File: config.mk
export PLATFORM = sky130hd
export DESIGN_NAME = patmos_io_shell
export DESIGN_NICKNAME = d
export VERILOG_FILES = /design/src/rtl/patmos_io_shell.sv
export SDC_FILE = /design/constraint.sdc
export NUM_CORES = 1
export LEC_CHECK = 0
export BUFFER_PORTS_ARGS = -buffer_cell sky130_fd_sc_hd__buf_2
export CAP_MARGIN = 20
export CORE_MARGIN = 1
export CORE_UTILIZATION = 35
export DETAILED_ROUTE_END_ITERATION = 10
export HOLD_SLACK_MARGIN = 0.1
export PLACE_DENSITY = 0.65
export SLEW_MARGIN = 10
export SYNTH_ARGS = -nofsm -noshare
export SYNTH_HDL_FRONTEND = slang
export SYNTH_SLANG_ARGS = --single-unit
File: constraint.sdc
create_clock -name clk -period 2.4 [get_ports clk]
set_input_delay 0.48 -clock clk [delete_from_list [all_inputs] [get_ports clk]]
set_output_delay 0.48 -clock clk [all_outputs]
set_load 0.02 [all_outputs]
File: src/rtl/patmos_io_shell.sv
// Board-boundary stand-in for the Patmos top: receives 8N1 UART bytes, shows the
// last good byte on the LEDs, echoes it on tx, and latches errors on led[8].
module patmos_io_shell #(
    parameter int CLK_FREQ = 80000000,
    parameter int BAUD     = 115200
) (
    input  logic        clk,
    input  logic        reset,
    input  logic [31:0] io_cpuInfoPins_id,
    output logic [8:0]  io_ledsPins_led,
    output logic        io_uartPins_tx,
    input  logic        io_uartPins_rx,
    input  logic [1:0]  io_comConf_S_Resp,
    input  logic [1:0]  io_comSpm_S_Resp
);

    localparam int DIV   = CLK_FREQ / BAUD;
    localparam int HALF  = DIV / 2;
    localparam int CNT_W = $clog2(DIV);
    localparam logic [CNT_W-1:0] DIV_LAST  = CNT_W'(DIV - 1);
    localparam logic [CNT_W-1:0] HALF_LAST = CNT_W'(HALF - 1);

    typedef enum logic [1:0] {RX_IDLE, RX_START, RX_DATA, RX_STOP} rxState_t;
    typedef enum logic [1:0] {TX_IDLE, TX_START, TX_DATA, TX_STOP} txState_t;

    // The core ID is a reserved input with no influence on this shell.
    logic idUnused;
    assign idUnused = ^io_cpuInfoPins_id;

    logic             rxMeta_q, rxs_q, rxsPrev_q;
    rxState_t         rxState_q, rxState_d;
    logic [CNT_W-1:0] rxCnt_q, rxCnt_d;
    logic [2:0]       rxBit_q, rxBit_d;
    logic [7:0]       rxShift_q, rxShift_d;
    logic             rxValid, rxFrameErr;

    logic [7:0]       ledByte_q, hold_q;
    logic             err_q, pending_q;

    txState_t         txState_q, txState_d;
    logic [CNT_W-1:0] txCnt_q, txCnt_d;
    logic [2:0]       txBit_q, txBit_d;
    logic [7:0]       txShift_q, txShift_d;
    logic             tx_q, tx_d, txLoad;

    always_ff @(posedge clk or posedge reset) begin
        if (reset) begin
            rxMeta_q  <= 1'b1;
            rxs_q     <= 1'b1;
            rxsPrev_q <= 1'b1;
        end else begin
            rxMeta_q  <= io_uartPins_rx;
            rxs_q     <= rxMeta_q;
            rxsPrev_q <= rxs_q;
        end
    end

    always_comb begin
        rxState_d  = rxState_q;
        rxCnt_d    = rxCnt_q;
        rxBit_d    = rxBit_q;
        rxShift_d  = rxShift_q;
        rxValid    = 1'b0;
        rxFrameErr = 1'b0;
        case (rxState_q)
            RX_IDLE: begin
                rxCnt_d = '0;
                rxBit_d = '0;
                if (rxsPrev_q && !rxs_q) rxState_d = RX_START;
            end
            RX_START: begin
                if (rxCnt_q == HALF_LAST) begin
                    rxCnt_d   = '0;
                    rxState_d = rxs_q ? RX_IDLE : RX_DATA;
                end else begin
                    rxCnt_d = rxCnt_q + 1'b1;
                end
            end
            RX_DATA: begin
                if (rxCnt_q == DIV_LAST) begin
                    rxCnt_d   = '0;
                    rxShift_d = {rxs_q, rxShift_q[7:1]};
                    rxBit_d   = rxBit_q + 1'b1;
                    if (rxBit_q == 3'd7) rxState_d = RX_STOP;
                end else begin
                    rxCnt_d = rxCnt_q + 1'b1;
                end
            end
            RX_STOP: begin
                if (rxCnt_q == DIV_LAST) begin
                    rxCnt_d    = '0;
                    rxState_d  = RX_IDLE;
                    rxValid    = rxs_q;
                    rxFrameErr = !rxs_q;
                end else begin
                    rxCnt_d = rxCnt_q + 1'b1;
                end
            end
            default: rxState_d = RX_IDLE;
        endcase
    end

    always_ff @(posedge clk or posedge reset) begin
        if (reset) begin
            rxState_q <= RX_IDLE;
            rxCnt_q   <= '0;
            rxBit_q   <= '0;
            rxShift_q <= '0;
        end else begin
            rxState_q <= rxState_d;
            rxCnt_q   <= rxCnt_d;
            rxBit_q   <= rxBit_d;
            rxShift_q <= rxShift_d;
        end
    end

    // A fresh byte wins over the tx load in the same cycle, so it is never dropped.
    always_ff @(posedge clk or posedge reset) begin
        if (reset) begin
            ledByte_q <= '0;
            hold_q    <= '0;
            pending_q <= 1'b0;
            err_q     <= 1'b0;
        end else begin
            if (rxValid) begin
                ledByte_q <= rxShift_q;
                hold_q    <= rxShift_q;
                pending_q <= 1'b1;
            end else if (txLoad) begin
                pending_q <= 1'b0;
            end
            err_q <= err_q | rxFrameErr | (|io_comConf_S_Resp) | (|io_comSpm_S_Resp);
        end
    end

    always_comb begin
        txState_d = txState_q;
        txCnt_d   = txCnt_q;
        txBit_d   = txBit_q;
        txShift_d = txShift_q;
        txLoad    = 1'b0;
        case (txState_q)
            TX_IDLE: begin
                if (pending_q) begin
                    txLoad    = 1'b1;
                    txState_d = TX_START;
                    txShift_d = hold_q;
                    txCnt_d   = '0;
                    txBit_d   = '0;
                end
            end
            TX_START: begin
                if (txCnt_q == DIV_LAST) begin
                    txCnt_d   = '0;
                    txState_d = TX_DATA;
                end else begin
                    txCnt_d = txCnt_q + 1'b1;
                end
            end
            TX_DATA: begin
                if (txCnt_q == DIV_LAST) begin
                    txCnt_d   = '0;
                    txShift_d = {1'b1, txShift_q[7:1]};
                    txBit_d   = txBit_q + 1'b1;
                    if (txBit_q == 3'd7) txState_d = TX_STOP;
                end else begin
                    txCnt_d = txCnt_q + 1'b1;
                end
            end
            TX_STOP: begin
                if (txCnt_q == DIV_LAST) begin
                    txCnt_d = '0;
                    if (pending_q) begin
                        txLoad    = 1'b1;
                        txState_d = TX_START;
                        txShift_d = hold_q;
                        txBit_d   = '0;
                    end else begin
                        txState_d = TX_IDLE;
                    end
                end else begin
                    txCnt_d = txCnt_q + 1'b1;
                end
            end
            default: txState_d = TX_IDLE;
        endcase
        case (txState_d)
            TX_START: tx_d = 1'b0;
            TX_DATA:  tx_d = txShift_d[0];
            default:  tx_d = 1'b1;
        endcase
    end

    always_ff @(posedge clk or posedge reset) begin
        if (reset) begin
            txState_q <= TX_IDLE;
            txCnt_q   <= '0;
            txBit_q   <= '0;
            txShift_q <= '0;
            tx_q      <= 1'b1;
        end else begin
            txState_q <= txState_d;
            txCnt_q   <= txCnt_d;
            txBit_q   <= txBit_d;
            txShift_q <= txShift_d;
            tx_q      <= tx_d;
        end
    end

    assign io_ledsPins_led = {err_q, ledByte_q};
    assign io_uartPins_tx  = tx_q;

endmodule

**After elaboration in Yosys (flattened, before gate mapping)**

Cells that the tools add are included.

- Register bits after elaboration: 60
- Input port bits: 39
- Word-level logic and storage cells: 99
- Output and inout bits: 10

- Bitwise logic cells: 3
- Equality and inequality tests: 21
- Add/sub/neg operators: 4
- Multiplexer cells: 40
- Reductions and logical operators: 15

Operators by type and width:

| operator | number |
|---|---|
| 2-to-1 mux 10 bit | 4 |
| case mux 10 bit (3 select lines) | 1 |
| 2-to-1 mux 8 bit | 3 |
| case mux 8 bit (3 select lines) | 1 |
| 2-to-1 mux 2 bit | 11 |
| adder 10 x 1 -> 10 bit, second input constant | 2 |
| equality test 10 bit, second input constant | 2 |
| case mux 10 bit (2 select lines) | 1 |
| inequality test 2 bit, second input constant | 8 |
| case mux 2 bit (4 select lines) | 2 |
| 2-to-1 mux 3 bit | 4 |
| equality test 10 x 9 -> 1 bit, second input constant | 1 |
| equality test 2 bit, second input constant | 5 |
| 2-to-1 mux 1 bit | 9 |
| case mux 3 bit (3 select lines) | 1 |
| adder 3 x 1 -> 3 bit, second input constant | 2 |
| equality test 2 x 1 -> 1 bit, second input constant | 3 |
| equality test 3 bit, second input constant | 2 |
| case mux 3 bit (2 select lines) | 1 |
| OR reduction 2 bit | 3 |
| AND reduction 5 bit | 1 |
| zero test 2 bit | 2 |
| case mux 1 bit (2 select lines) | 2 |
| AND reduction 2 bit | 2 |
| 7 further kinds | 10 |

**Longest topological paths before layout**

- Word-level depth: 6
- Mapped depth: 8
- Gate-level depth less buffers: 8

**Least setup slack after synthesis**

No wires, ideal clock.

- Kind: reg2reg
- From: reg rxCnt_q[1]
- To: reg rxShift_q[0]
- Arrival: 1900 ps
- Stages on the path, launching flop included: 7
- Path buffers: 0
- Clock period less this slack: 2025 ps
- Required time: 2275 ps
- Setup time: 125 ps
- Slack: 375 ps
- Path through: dfrtp_1 inv_1 ha_1 nand4b_1 or4_4 nor3b_4 mux2_2

- Longest elaborated chain between the ends: 2

RTL lines:

| element | line | source |
|---|---|---|
| start: declaration | 32 | `logic [CNT_W-1:0] rxCnt_q, rxCnt_d;` |
| start signal: assignment | 111 | `rxCnt_q <= rxCnt_d;` |
| equality test 10 bit | 80 | `if (rxCnt_q == DIV_LAST) begin` |
| AND reduction 2 bit (no line) | -- |  |
| end signal: assignment | 113 | `rxShift_q <= rxShift_d;` |
| end: declaration | 34 | `logic [7:0] rxShift_q, rxShift_d;` |

No other way between the ends.
A chain may end at the register's enable or synchronous reset.

**Final worst setup path**

- From: reg txCnt_q[0]
- To: reg txShift_q[7]

- Longest elaborated chain between the ends: 3
- Elaborated cells on any way between the ends: 4
- Those cells by class: eq/ne (3); reduce/logical (1)

RTL lines:

| element | line | source |
|---|---|---|
| start: declaration | 41 | `logic [CNT_W-1:0] txCnt_q, txCnt_d;` |
| start signal: assignment | 203 | `txCnt_q <= txCnt_d;` |
| equality test 10 bit (*) | 161, 171 |  |
| inequality test 2 bit (no line) | -- |  |
| AND reduction 3 bit (no line) (*) | -- |  |
| end signal: assignment | 205 | `txShift_q <= txShift_d;` |
| end: declaration | 43 | `logic [7:0] txShift_q, txShift_d;` |

Mark *: on every way between the ends. The rest lies on a longest branch, timed or not.

==> reports/metrics.cfg <==
[placement]
dpl_cell_area_um2=3340
numPortBuffers=16
dp_cells=402
place_hpwl_mm=3.93
dp_slack_ns=0.247
gp_congestion=0.788

[layout]
final_util_pct=42.2
syn2layout_area_growth_pct=14.3
fin_area_um2=3540
antenna_cells=0
final_nets=361
drive_gt1_share_pct=24.0
stdcell_count=418

[yosys]
synthArstFlopShare_pct=100
ys_ff_latch=60
yosysWarnings=0
ys_types=49
synth-edff-count=0
synth_ff_type=dfrtp_1
synth_cells=282
postSynthAreaPerCell_um2=11.0
syn_nets=335
synth-seq-area-share_pct=48.7
synth.cell_area_um2=3100

[sta]
period_share_pct=90.0
finalWorstSetupSlack_ns=0.241
setup_viol=0
worst_clock_skew_ns=0.00938
worstMarginPinSlew_ns=0.959
slew_violations=0
slew_headroom_pct=36.0
fmax_mhz=463
period_minus_slack_ns=2.16
final_hold_viol_count=0
rsz0062_at_grt=false
fin_tns_setup_ns=0
holdWs_ns=0.195

[global_routing]
antenna_found_initial=0
grt_pass1_wl_mm=10.1
grt-ovfl-total=0
grt_pass1_vias=2095
grt_max_degree=61
groute.usage.overall_pct=14.6

[drt]
wl_mm=5.80
drt_iter0_drc=141
antenna_left=0
drt-wirelength-per-cell_um=13.9
drc_errors=0
via_per_inst=5.27
drtPass1Iterations=4
vias=2203

[die]
start_util_pct=36.9
rows=33
pin_count=49
fp.dieH_um=96.0
die_x_um=96.0
coreArea_um2=8380
die-area_um2=9220

[power_and_ir_drop]
netSwitchingFraction_pct=26.2
seq_power_share_pct=50.1
pwr-share-comb_pct=11.5
p_sw_uw=622
pwr-share-clk_pct=38.4
p_int_mw=1.75
power_leakage_nw=1.69
power_mw=2.37
power_density_nw_per_um2=671
peakVddDrop_mv=0.345

[clocking]
clk_pin_slew_ns=0.07
cts_sinks=60
root_buffer=clkbuf_8
cts_made_buffers=9
htree_levels=3
clock_latency_ns=0.34
cts_hold_buf=0
postCtsSetupBuffers=0
post_cts_resized=0
tritoncts=yes
cts_buffer_depth=2

[run_status]
run_status=complete, no violations

[critical_path]
cp.required_ns=2.57
crit_path_max_fanout=14
cp_slowest_cell=a21oi_1
endpoint_kind=register
crit_arrival_ns=2.33
crit_chain=ha_1 > nand2_1 > nor3_1 > a21oi_1 > o21ai_0
crit_type=register to register
worst_setup_path_start_kind=register
critPathMaxStageDelay_ns=0.79

[worst_hold_path]
hold_path.class=input port to async pin

[run]
drv_cap=0

==> kinds of logic after synthesis <==
| family | Yosys count | synth area share [%] |
|---|---|---|
| flip-flops | 60 | 48.7 |
| AND/OR/NAND/NOR | 87 | 15.2 |
| XOR/XNOR | 14 | 3.96 |
| adder cells (fa/ha/maj) | 14 | 5.66 |
| AO/OA/AOI/OAI | 58 | 13.5 |
| multiplexers | 26 | 9.82 |
| buffers and inverters | 23 | 3.19 |
==> state kept, by name, indices dropped and copies added, names as in the netlist, 2 cells and up, named ones only <==
signal,count
txBit_q,3
txShift_q,8
txState_q,2
rxBit_q,3
rxCnt_q,10
rxShift_q,8
hold_q,8
txCnt_q,10
==> cell type report <==
cell class / count / area [um^2]
Fill cell: 823 / 4840
Sequential cell: 60 / 1510
Multi-Input combinational cell: 199 / 1490
Timing Repair Buffer: 26 / 168
Clock buffer: 15 / 166
Tap cell: 105 / 131
Inverter: 12 / 45.0
Clock inverter: 1 / 30.0
==> power by group through the flow <==
stage               registers [mW]  logic, mW  clock network, mW
floorplan                     1.18      0.215                  0
global placement              1.21      0.274                  0
detailed placement            1.21      0.278                  0
CTS                           1.19      0.279              0.933
global route                  1.21      0.317              0.985
finish                        1.19      0.273              0.910
==> cells in the mapped netlist (all sizes together), types with 7 or more instances <==
library cell	instances	area, um^2
o31ai	9	67.6
a32oi	7	61.3
nor2	26	114
ha	14	175
clkbuf	7	26.3
nand2	21	78.8
dfrtp	56	1400
mux2	25	282
a21oi	12	60.1
inv	11	41.3
xor2	10	87.6
nand3	10	50.1
==> critical path, delay by kind of cell, from the launching register on <==
| kind | cells | cell delay (ns) |
|---|---|---|
| and+or+nand+nor | 2 | 0.35 |
| adders and majority gates | 1 | 0.22 |
| DFF | 1 | 0.43 |
| AOI/OAI and AO/OA | 2 | 1.00 |
==> metal layers <==
layer  up-vias  GRT usage [%]  share of wire, %
li1       1082              -                 -
met1      1084           20.3                50
met2        27           20.9                45
met3        10           3.79               3.1
met4         0           7.09               2.2
met5         -              0                 0
==> layout by cell type (no fill, tap or decap), drive strengths merged, types with 4 or more instances in the layout <==
cell type / n
dfrtp: 56
nor2: 26
buf: 26
mux2: 25
nand2: 21
clkbuf: 15
ha: 14
a21oi: 12
inv: 11
nand3: 10
xor2: 10
o31ai: 9
a32oi: 7
o21ai: 6
a22o: 6
and3: 5
a21o: 5
xnor2: 4
o41ai: 4
nor3: 4
dfstp: 4
==> final timing paths <==
path,from,end,slack [ns],cells after the start
worst max-delay path,txCnt_q[0],txShift_q[7],0.24,5
worst min-delay path,reset,async pin,0.19,3
worst max register to register,txCnt_q[0],txShift_q[7],0.24,5
worst min register to register,rxMeta_q,rxs_q,0.36,0
max in group asynchronous,reset,rxs_q,1.90,3
min in group clk,io_uartPins_rx,rxMeta_q,0.24,1
No activity file was read; power rests on OpenSTA's default activity.
